===== src/rtl/uart_receiver.sv =====
// uart_receiver
//   Serial receive front-end for the peripheral subsystem. Samples the PC UART
//   RX line with 16x oversampling, deframes 8N1 characters and hands each good
//   byte to the peripheral register block together with a one-cycle strobe.
//
// Parameters:
//   DIV          sysclk cycles per oversample tick (2..65535)
//
// Ports:
//   sysclk       system clock, all state updates on the rising edge
//   reset        synchronous, active-high reset
//   PC_Uart_rxd  asynchronous serial line, idle high
//   RX_DATA      last correctly framed byte, LSB = first data bit
//   RX_STATUS    one-cycle pulse: RX_DATA has just been updated
//   frame_err    one-cycle pulse: stop bit was sampled low
//   rx_busy      high while a frame is in progress (any state but IDLE)

module uart_receiver #(
  parameter int DIV = 651
) (
  input  logic       sysclk,
  input  logic       reset,
  input  logic       PC_Uart_rxd,
  output logic [7:0] RX_DATA,
  output logic       RX_STATUS,
  output logic       frame_err,
  output logic       rx_busy
);

  typedef enum logic [2:0] {
    IDLE,
    START,
    DATA,
    STOP,
    WAIT_IDLE
  } state_t;

  localparam logic [15:0] DIV_LAST = 16'(DIV - 1);

  state_t      state, state_nxt;
  logic        rxd_meta, rxd_s;
  logic [15:0] div_cnt, div_cnt_nxt;
  logic [3:0]  sample_cnt, sample_cnt_nxt;
  logic [2:0]  bit_cnt, bit_cnt_nxt;
  logic [7:0]  shift_reg, shift_reg_nxt;
  logic [7:0]  rx_data_nxt;
  logic        rx_status_nxt, frame_err_nxt;
  logic        tick;

  // Two-flop synchronizer for the asynchronous RX line. Both flops reset to
  // the idle (high) level so that leaving reset never looks like a start edge.
  always_ff @(posedge sysclk) begin
    if (reset) begin
      rxd_meta <= 1'b1;
      rxd_s    <= 1'b1;
    end else begin
      rxd_meta <= PC_Uart_rxd;
      rxd_s    <= rxd_meta;
    end
  end

  // One oversample tick every DIV cycles, counted from the start edge.
  assign tick = (div_cnt == DIV_LAST);

  assign rx_busy = (state != IDLE);

  // State and datapath registers. Everything, including the output strobes,
  // is registered so RX_STATUS and frame_err appear the cycle after the
  // stop-bit sample and are exactly one cycle wide.
  always_ff @(posedge sysclk) begin
    if (reset) begin
      state      <= IDLE;
      div_cnt    <= '0;
      sample_cnt <= '0;
      bit_cnt    <= '0;
      shift_reg  <= '0;
      RX_DATA    <= 8'h00;
      RX_STATUS  <= 1'b0;
      frame_err  <= 1'b0;
    end else begin
      state      <= state_nxt;
      div_cnt    <= div_cnt_nxt;
      sample_cnt <= sample_cnt_nxt;
      bit_cnt    <= bit_cnt_nxt;
      shift_reg  <= shift_reg_nxt;
      RX_DATA    <= rx_data_nxt;
      RX_STATUS  <= rx_status_nxt;
      frame_err  <= frame_err_nxt;
    end
  end

  // Next-state and datapath logic. The tick divider is frozen at zero while
  // idle (or waiting for idle) so that, once a start edge is seen, tick n
  // lands exactly n*DIV cycles after it. The 4-bit sample counter wraps from
  // 15 to 0 by itself, which gives the 16-tick bit period without extra logic.
  always_comb begin
    state_nxt      = state;
    sample_cnt_nxt = sample_cnt;
    bit_cnt_nxt    = bit_cnt;
    shift_reg_nxt  = shift_reg;
    rx_data_nxt    = RX_DATA;
    rx_status_nxt  = 1'b0;
    frame_err_nxt  = 1'b0;

    if (state == IDLE || state == WAIT_IDLE) begin
      div_cnt_nxt = '0;
    end else if (tick) begin
      div_cnt_nxt = '0;
    end else begin
      div_cnt_nxt = div_cnt + 16'd1;
    end

    case (state)
      IDLE: begin
        if (!rxd_s) begin
          state_nxt      = START;
          sample_cnt_nxt = '0;
          div_cnt_nxt    = '0;
        end
      end

      // Re-check the line at the middle of the start bit; a high level there
      // means the falling edge was only a glitch.
      START: begin
        if (tick) begin
          if (sample_cnt == 4'd7) begin
            if (!rxd_s) begin
              state_nxt      = DATA;
              sample_cnt_nxt = '0;
              bit_cnt_nxt    = '0;
            end else begin
              state_nxt = IDLE;
            end
          end else begin
            sample_cnt_nxt = sample_cnt + 4'd1;
          end
        end
      end

      // Bits arrive LSB first, so each sample enters at bit 7 and the
      // register shifts right; after eight samples bit 0 holds the first bit.
      DATA: begin
        if (tick) begin
          sample_cnt_nxt = sample_cnt + 4'd1;
          if (sample_cnt == 4'd15) begin
            shift_reg_nxt = {rxd_s, shift_reg[7:1]};
            if (bit_cnt == 3'd7) begin
              state_nxt = STOP;
            end else begin
              bit_cnt_nxt = bit_cnt + 3'd1;
            end
          end
        end
      end

      // Returning to IDLE right at the stop-bit midpoint lets a back-to-back
      // start bit be caught without any idle gap.
      STOP: begin
        if (tick) begin
          sample_cnt_nxt = sample_cnt + 4'd1;
          if (sample_cnt == 4'd15) begin
            if (rxd_s) begin
              rx_data_nxt   = shift_reg;
              rx_status_nxt = 1'b1;
              state_nxt     = IDLE;
            end else begin
              frame_err_nxt = 1'b1;
              state_nxt     = WAIT_IDLE;
            end
          end
        end
      end

      // A break or stuck-low line parks here, so it reports a single error
      // instead of a stream of bogus frames.
      WAIT_IDLE: begin
        if (rxd_s) begin
          state_nxt = IDLE;
        end
      end

      default: begin
        state_nxt = IDLE;
      end
    endcase
  end

endmodule

===== config.mk =====
export PLATFORM = sky130hd
export DESIGN_NAME = uart_receiver
export DESIGN_NICKNAME = d
export VERILOG_FILES = /design/src/rtl/uart_receiver.sv
export SDC_FILE = /design/constraint.sdc
export NUM_CORES = 1
export LEC_CHECK = 0
export CAP_MARGIN = 40
export CORE_MARGIN = 10
export CORE_UTILIZATION = 45
export DETAILED_ROUTE_END_ITERATION = 8
export PLACE_DENSITY = 0.63
export SYNTH_ARGS = -nofsm -noshare
export SYNTH_HDL_FRONTEND = slang
export SYNTH_SLANG_ARGS = --single-unit
export TNS_END_PERCENT = 1

===== constraint.sdc =====
create_clock -name sysclk -period 3.52 [get_ports sysclk]
set_input_delay 0.704 -clock sysclk [delete_from_list [all_inputs] [get_ports sysclk]]
set_output_delay 0.704 -clock sysclk [all_outputs]
set_load 0.1 [all_outputs]

==> out/results.txt <==
Worst Path Required -> 3.74 ns
Max-cap viol count -> 0
Ant diodes -> 0
H-tree Lvls -> 2
First-pass GRT wire length -> 8.211 mm
Number of port buffers -> 13
Final ANT Viol Nets -> 0
Die height -> 89.86 um
Hold Path Class -> register to register
WP data arrival -> 2.68 ns
Net Count, Synth -> 266
Unrepaired setup endpoints after global routing -> no
Vias -> 1,869
Clock tree from TritonCTS -> yes
VDD IR-drop max -> 164.6 uV
1st-pass router iterations -> 4
Initial Utilization -> 0.4649
Worst-Margin Slew -> 0.5340 ns
Worst hold start -> rxd_meta
GR Util All Layers -> 0.1158
Postcts setup bufs -> 0
First DRT Iteration DRCs -> 192
Final Util -> 0.5579
Number of flops mapped to enable cells by yosys -> 0
Synth cell types -> 42
DRC -> 0
Final Slew Violations -> 0
Main flop type after synthesis -> dfxtp_1
RR Startpoint -> div_cnt[1]
Chip Width -> 89.86 um
Final Cycle Share -> 0.6990
Routed wire per std cell -> 13.37 um
Placeable Area -> 0.004723 mm2
Clock sinks -> 46
Largest register FFs -> 16
Sum of negative setup slack -> 0 ns
Crit start category -> register
Sequential area share after synthesis -> 0.4194
Root Buffer -> clkbuf_8
Layout Area Growth over Synthesis -> 20.00%
Synthesized area -> 0.002196 mm2
Hold Crit Depth -> 1
Most frequent cells in the layout -> dfxtp_1 (46), nor2_1 (26), nand3_1 (20)
Flip-flop and latch count after synthesis -> 46
Async S/R FF share, synth -> 0
Largest net degree at the start of global routing -> 22
Vias in the first global route -> 1,733
# setup viols final -> 0
Layout cells sized above 1 -> 0.1439
Worst setup path start -> div_cnt[1]
Post-CTS Hold Fix Bufs -> 0
Final Hold Vio Count -> 0
Synth Area per Inst -> 8.511 um2
Relative slew slack -> 0.6427
R2R depth -> 5
Nature of the critical path endpoint -> register
Gpl congestion -> 0.8356
TritonCTS Buffers -> 5
Status -> finished clean
Crit-path max FO -> 8
Antenna violations before repair -> 0
Post-CTS resize count -> 0
Number of standard cells after synthesis -> 258
Clk Latency, worst-skew pair -> 0.30 ns
Die area -> 0.008074 mm2
Max clock buf depth -> 2
GRT Residual Overflow -> 0
Site row count -> 25
Most common cell after layout, fill and taps aside -> dfxtp_1
Tmin final -> 2.461 ns
Number of fill cells in the layout -> 422
Pwr dens -> 346.1 mW/mm2
HPWL after DPL -> 3.202 mm
FMAX -> 406.4 MHz
Yosys Warn Count -> 0
WL final -> 4.612 mm
Nets -> 285
Crit Path Category -> register to register
IO Pins -> 14
Vias per cell -> 5.417
Final Skew -> 0.01460 ns
Clk slew on worst S/H paths -> 0.09 ns
Static leakage -> 0.8238 nW
==> where the power goes <==
part / switching (W) / internal, W / total, W
clock: 0.000190 / 0.000143 / 0.000333
sequential: 0.00000876 / 0.000523 / 0.000532
combinational: 0.0000315 / 0.0000153 / 0.0000468
total: 0.000230 / 0.000682 / 0.000912
==> stage by stage <==
step	power, W	area [um2]	std cells	setup slack [ns]	hold WS, ns
floorplan	0.0005789	2196	258	1.241	0.3895
global placement	0.0005913	2391	327	1.105	0.3947
detailed placement	0.0005912	2541	337	1.064	0.3976
CTS	0.0009236	2635	345	1.045	0.4235
global route	0.0009509	2635	345	0.8993	0.4426
finish	0.0009120	2635	345	1.059	0.4201
==> kinds of logic after synthesis <==
family          share of synthesized area
buf+inv                           0.03760
fa+ha+maj                         0.02849
simple gates                       0.2940
flops                              0.4194
xor+xnor                          0.05584
mux                               0.01880
compound gates                     0.1459
==> cells in the mapped netlist, types with 2 or more instances <==
cell	number	area, um2
or3b_2	2	17.52
and3_1	2	12.51
nand2_1	13	48.80
nand4_1	16	100.1
xnor2_1	9	78.83
or4b_4	2	27.53
or2_2	5	31.28
a31oi_1	4	25.02
o31ai_1	8	60.06
a21oi_1	18	90.09
nor4_1	7	43.79
nor2_1	26	97.59
a31o_2	2	17.52
nand2b_1	7	43.79
clkbuf_1	15	56.30
xor2_1	5	43.79
inv_1	6	22.52
dfxtp_1	46	920.9
nand3_1	20	100.1
nor3_1	6	30.03
a211oi_1	2	15.01
o21ai_0	11	55.05
ha_1	5	62.56
mux2i_1	3	30.03
==> path summary, 6_finish.rpt <==
| check | endpoint | slack [ns] |
|---|---|---|
| setup / recovery | sample_cnt[3] | 1.06 |
| hold / removal | rxd_s | 0.42 |
| setup reg to reg | sample_cnt[3] | 1.06 |
| hold reg to reg | rxd_s | 0.42 |
==> layout make-up <==
type / count / area [um2] / share of cell area
Clock buffer: 5 / 68.82 / 0.02612
Clock inverter: 3 / 25.02 / 0.009497
Inverter: 6 / 22.52 / 0.008547
Multi-Input combinational cell: 190 / 1199 / 0.4549
Sequential cell: 46 / 920.9 / 0.3495
Tap cell: 67 / 83.83 / 0.03181
Timing Repair Buffer: 28 / 315.3 / 0.1197
==> routing by layer <==
layer,track usage,part of all wire,vias to the layer above
met3,0.03076,0.036,7
met2,0.1834,0.44,27
met5,0,0,-
met4,0.04509,0.017,0
li1,-,-,976
met1,0.1458,0.50,859
==> worst max-delay path, stage by stage, from the launching register on <==
cell and delay [ns]:
dfxtp_1 0.41, ha_1 0.16, or3b_2 0.49, or4_1 0.59, a2111o_1 0.48, a221oi_2 0.26
Note: power is estimated with default switching activity, not from simulation.
==> RTL change, RTL diff (same flow settings) <==
Compare `sample_cnt` against `4'd7` with >= in place of ==.
--- a/src/rtl/uart_receiver.sv
+++ b/src/rtl/uart_receiver.sv
@@ -123,7 +123,7 @@
       // means the falling edge was only a glitch.
       START: begin
         if (tick) begin
-          if (sample_cnt == 4'd7) begin
+          if (sample_cnt >= 4'd7) begin
             if (!rxd_s) begin
               state_nxt      = DATA;
               sample_cnt_nxt = '0;
Function: no difference found for any inputs over 10 cycles, from zero or initial values and one cycle with reset high; that may be too few to reach the edited logic, so the function may still have changed.
==> RTL change against the unedited design <==
  * Sequential power is 1% lower
  * Power is 4.9% lower
  * Final area is 5.0% lower
  * Die area is 4.0% lower
  * Fmax is 7.7% higher
  * Area after synthesis is 5.1% lower
  * Utilization is 0.90 points higher
  * Worst setup slack better by 0.18 ns
  * First-iteration DRC count is 66% lower
  * Sequential share of layout area is 1.9 points higher
  * Routed wire length is 13% lower
  * Sequential cell count stayed put
==> RTL change: results (changes against the unedited design) <==
| Metric | Value |
|---|---|
| Outcome | finished, final reports clean |
| Wire length of the first global-routing pass | 7070 µm (-14%) |
| Area Overhead vs Synth | 20.1% (about the same) |
| Non-clock inverter count in the final layout | 8 (+2) |
| Unique masters post-synth | 41 (-2.4%) |
| CP endpoint | rx_busy |
| Worst R2R Start | div_cnt[0] |
| Mapped Cells | 226 (-12%) |
| Leak pwr | 0.000964 µW (+17%) |
| Multi-input combinational area share | 44.1% (-1.4 points) |
| Ranking of synthesized cells by area | dfxtp_1 (44%), mux2i_1 (9.6%), nor2_1 (7.7%) |
| Wire length per cell | 13.2 µm (-1.1%) |
| Repair and plain buffers | 24 (-14%) |
| Pint | 673 µW (-1.4%) |
| Worst R2R Setup Slack | 1.31 ns (+0.25 ns) |
| Commonest cells in the netlist | dfxtp_1 (46), nor2_1 (43), mux2i_1 (20) |
| WHS | 0.414 ns (-0.00588 ns) |
| Fraction of area in registers | 36.8% (+1.9 points) |
| Placed Area | 0.00242 mm² (-4.9%) |
| Share of layout cells above drive strength 1 | 11.2% (-3.2 points) |
| Skew final | 0.0116 ns (-0.00295 ns) |
| Post-DP HPWL | 2900 µm (-9.3%) |
| CP max FO | 11 (+3) |
| Placed insts | 294 (-13%) |
| CP Data Arrival Time | 1.58 ns (-1.10 ns) |
| Crit. Startpoint | state[1] |
| Share of the yosys chip area belonging to registers | 44.2% (+2.3 points) |
| Hold path cells | 1 (unchanged) |
| Combinational power share | 3.2% (-1.9 points) |
| Non-clock buffer share | 11.9% (-0.066 points) |
| NumNets Final | 257 (-9.8%) |
| Global placer's final weighted congestion | 0.799 (-4.4%) |
| GRT Resource Usage Total | 11.2% (-0.36 points) |
| Via Count | 1,611 (-14%) |
| Reg2reg end | shift_reg[6] |
| Peak VDD IR | 224 µV (+36%) |
| Clk pwr share | 36.2% (-0.3 points) |
| Slew HR | 46.9% (-17 points) |
| R2R cell count | 7 (+2) |
| Filler Cell Count | 398 (-5.7%) |
| Psw | 195 µW (-15%) |
| PnR worst setup slack | 1.24 ns (+0.176 ns) |
| Multi-input gates | 164 (-14%) |
| Crit-path slowest cell | dfxtp_1 |
| Pre-CTS setup slack | 0.962 ns (-0.101 ns) |
| Starting DRT DRC Count | 65 (-66%) |
| Number of global-route vias before repair | 1,547 (-11%) |
| Top delay family on crit path | buffers and inverters |
| Non-Filler Instances | 302 (-12%) |
| Slowest stage delay, CP | 0.53 ns (-0.06 ns) |
| CLK BUF | 6 (+1) |
| Final clock-cell share | 3.45% (-0.11 points) |
[RTL change: cell types whose count changed after synthesis, sizes merged, moves of 6 or more]
cell    before  now
a21oi       18    4
clkbuf      15    8
mux2i        3   20
nand2       13   19
nand3       20   11
nand4       16    5
nor2        26   43
o21ai       11    1
o31ai        8    1
[RTL change: per-layer routing]
| layer | up-vias | GRT usage [%] | part of all wire [%] |
|---|---|---|---|
| met5 | - | 0 | 0 |
| met4 | 0 | 4.42 | 1.2 |
| met3 | 4 | 3.44 | 5.5 |
| met2 | 29 | 17.2 | 46 |
| met1 | 752 | 14.4 | 47 |
| li1 | 826 | - | - |
[RTL change: kinds of logic (layout without fill, tap and decap cells)]
kind of cell	after synthesis	count (layout)	synth area share, %
simple gates	108	108	28.4
flops	46	46	44.2
mux	21	21	10.2
buf+inv	16	40	2.88
compound gates	15	15	4.99
xor+xnor	14	14	5.89
fa+ha+maj	6	6	3.48
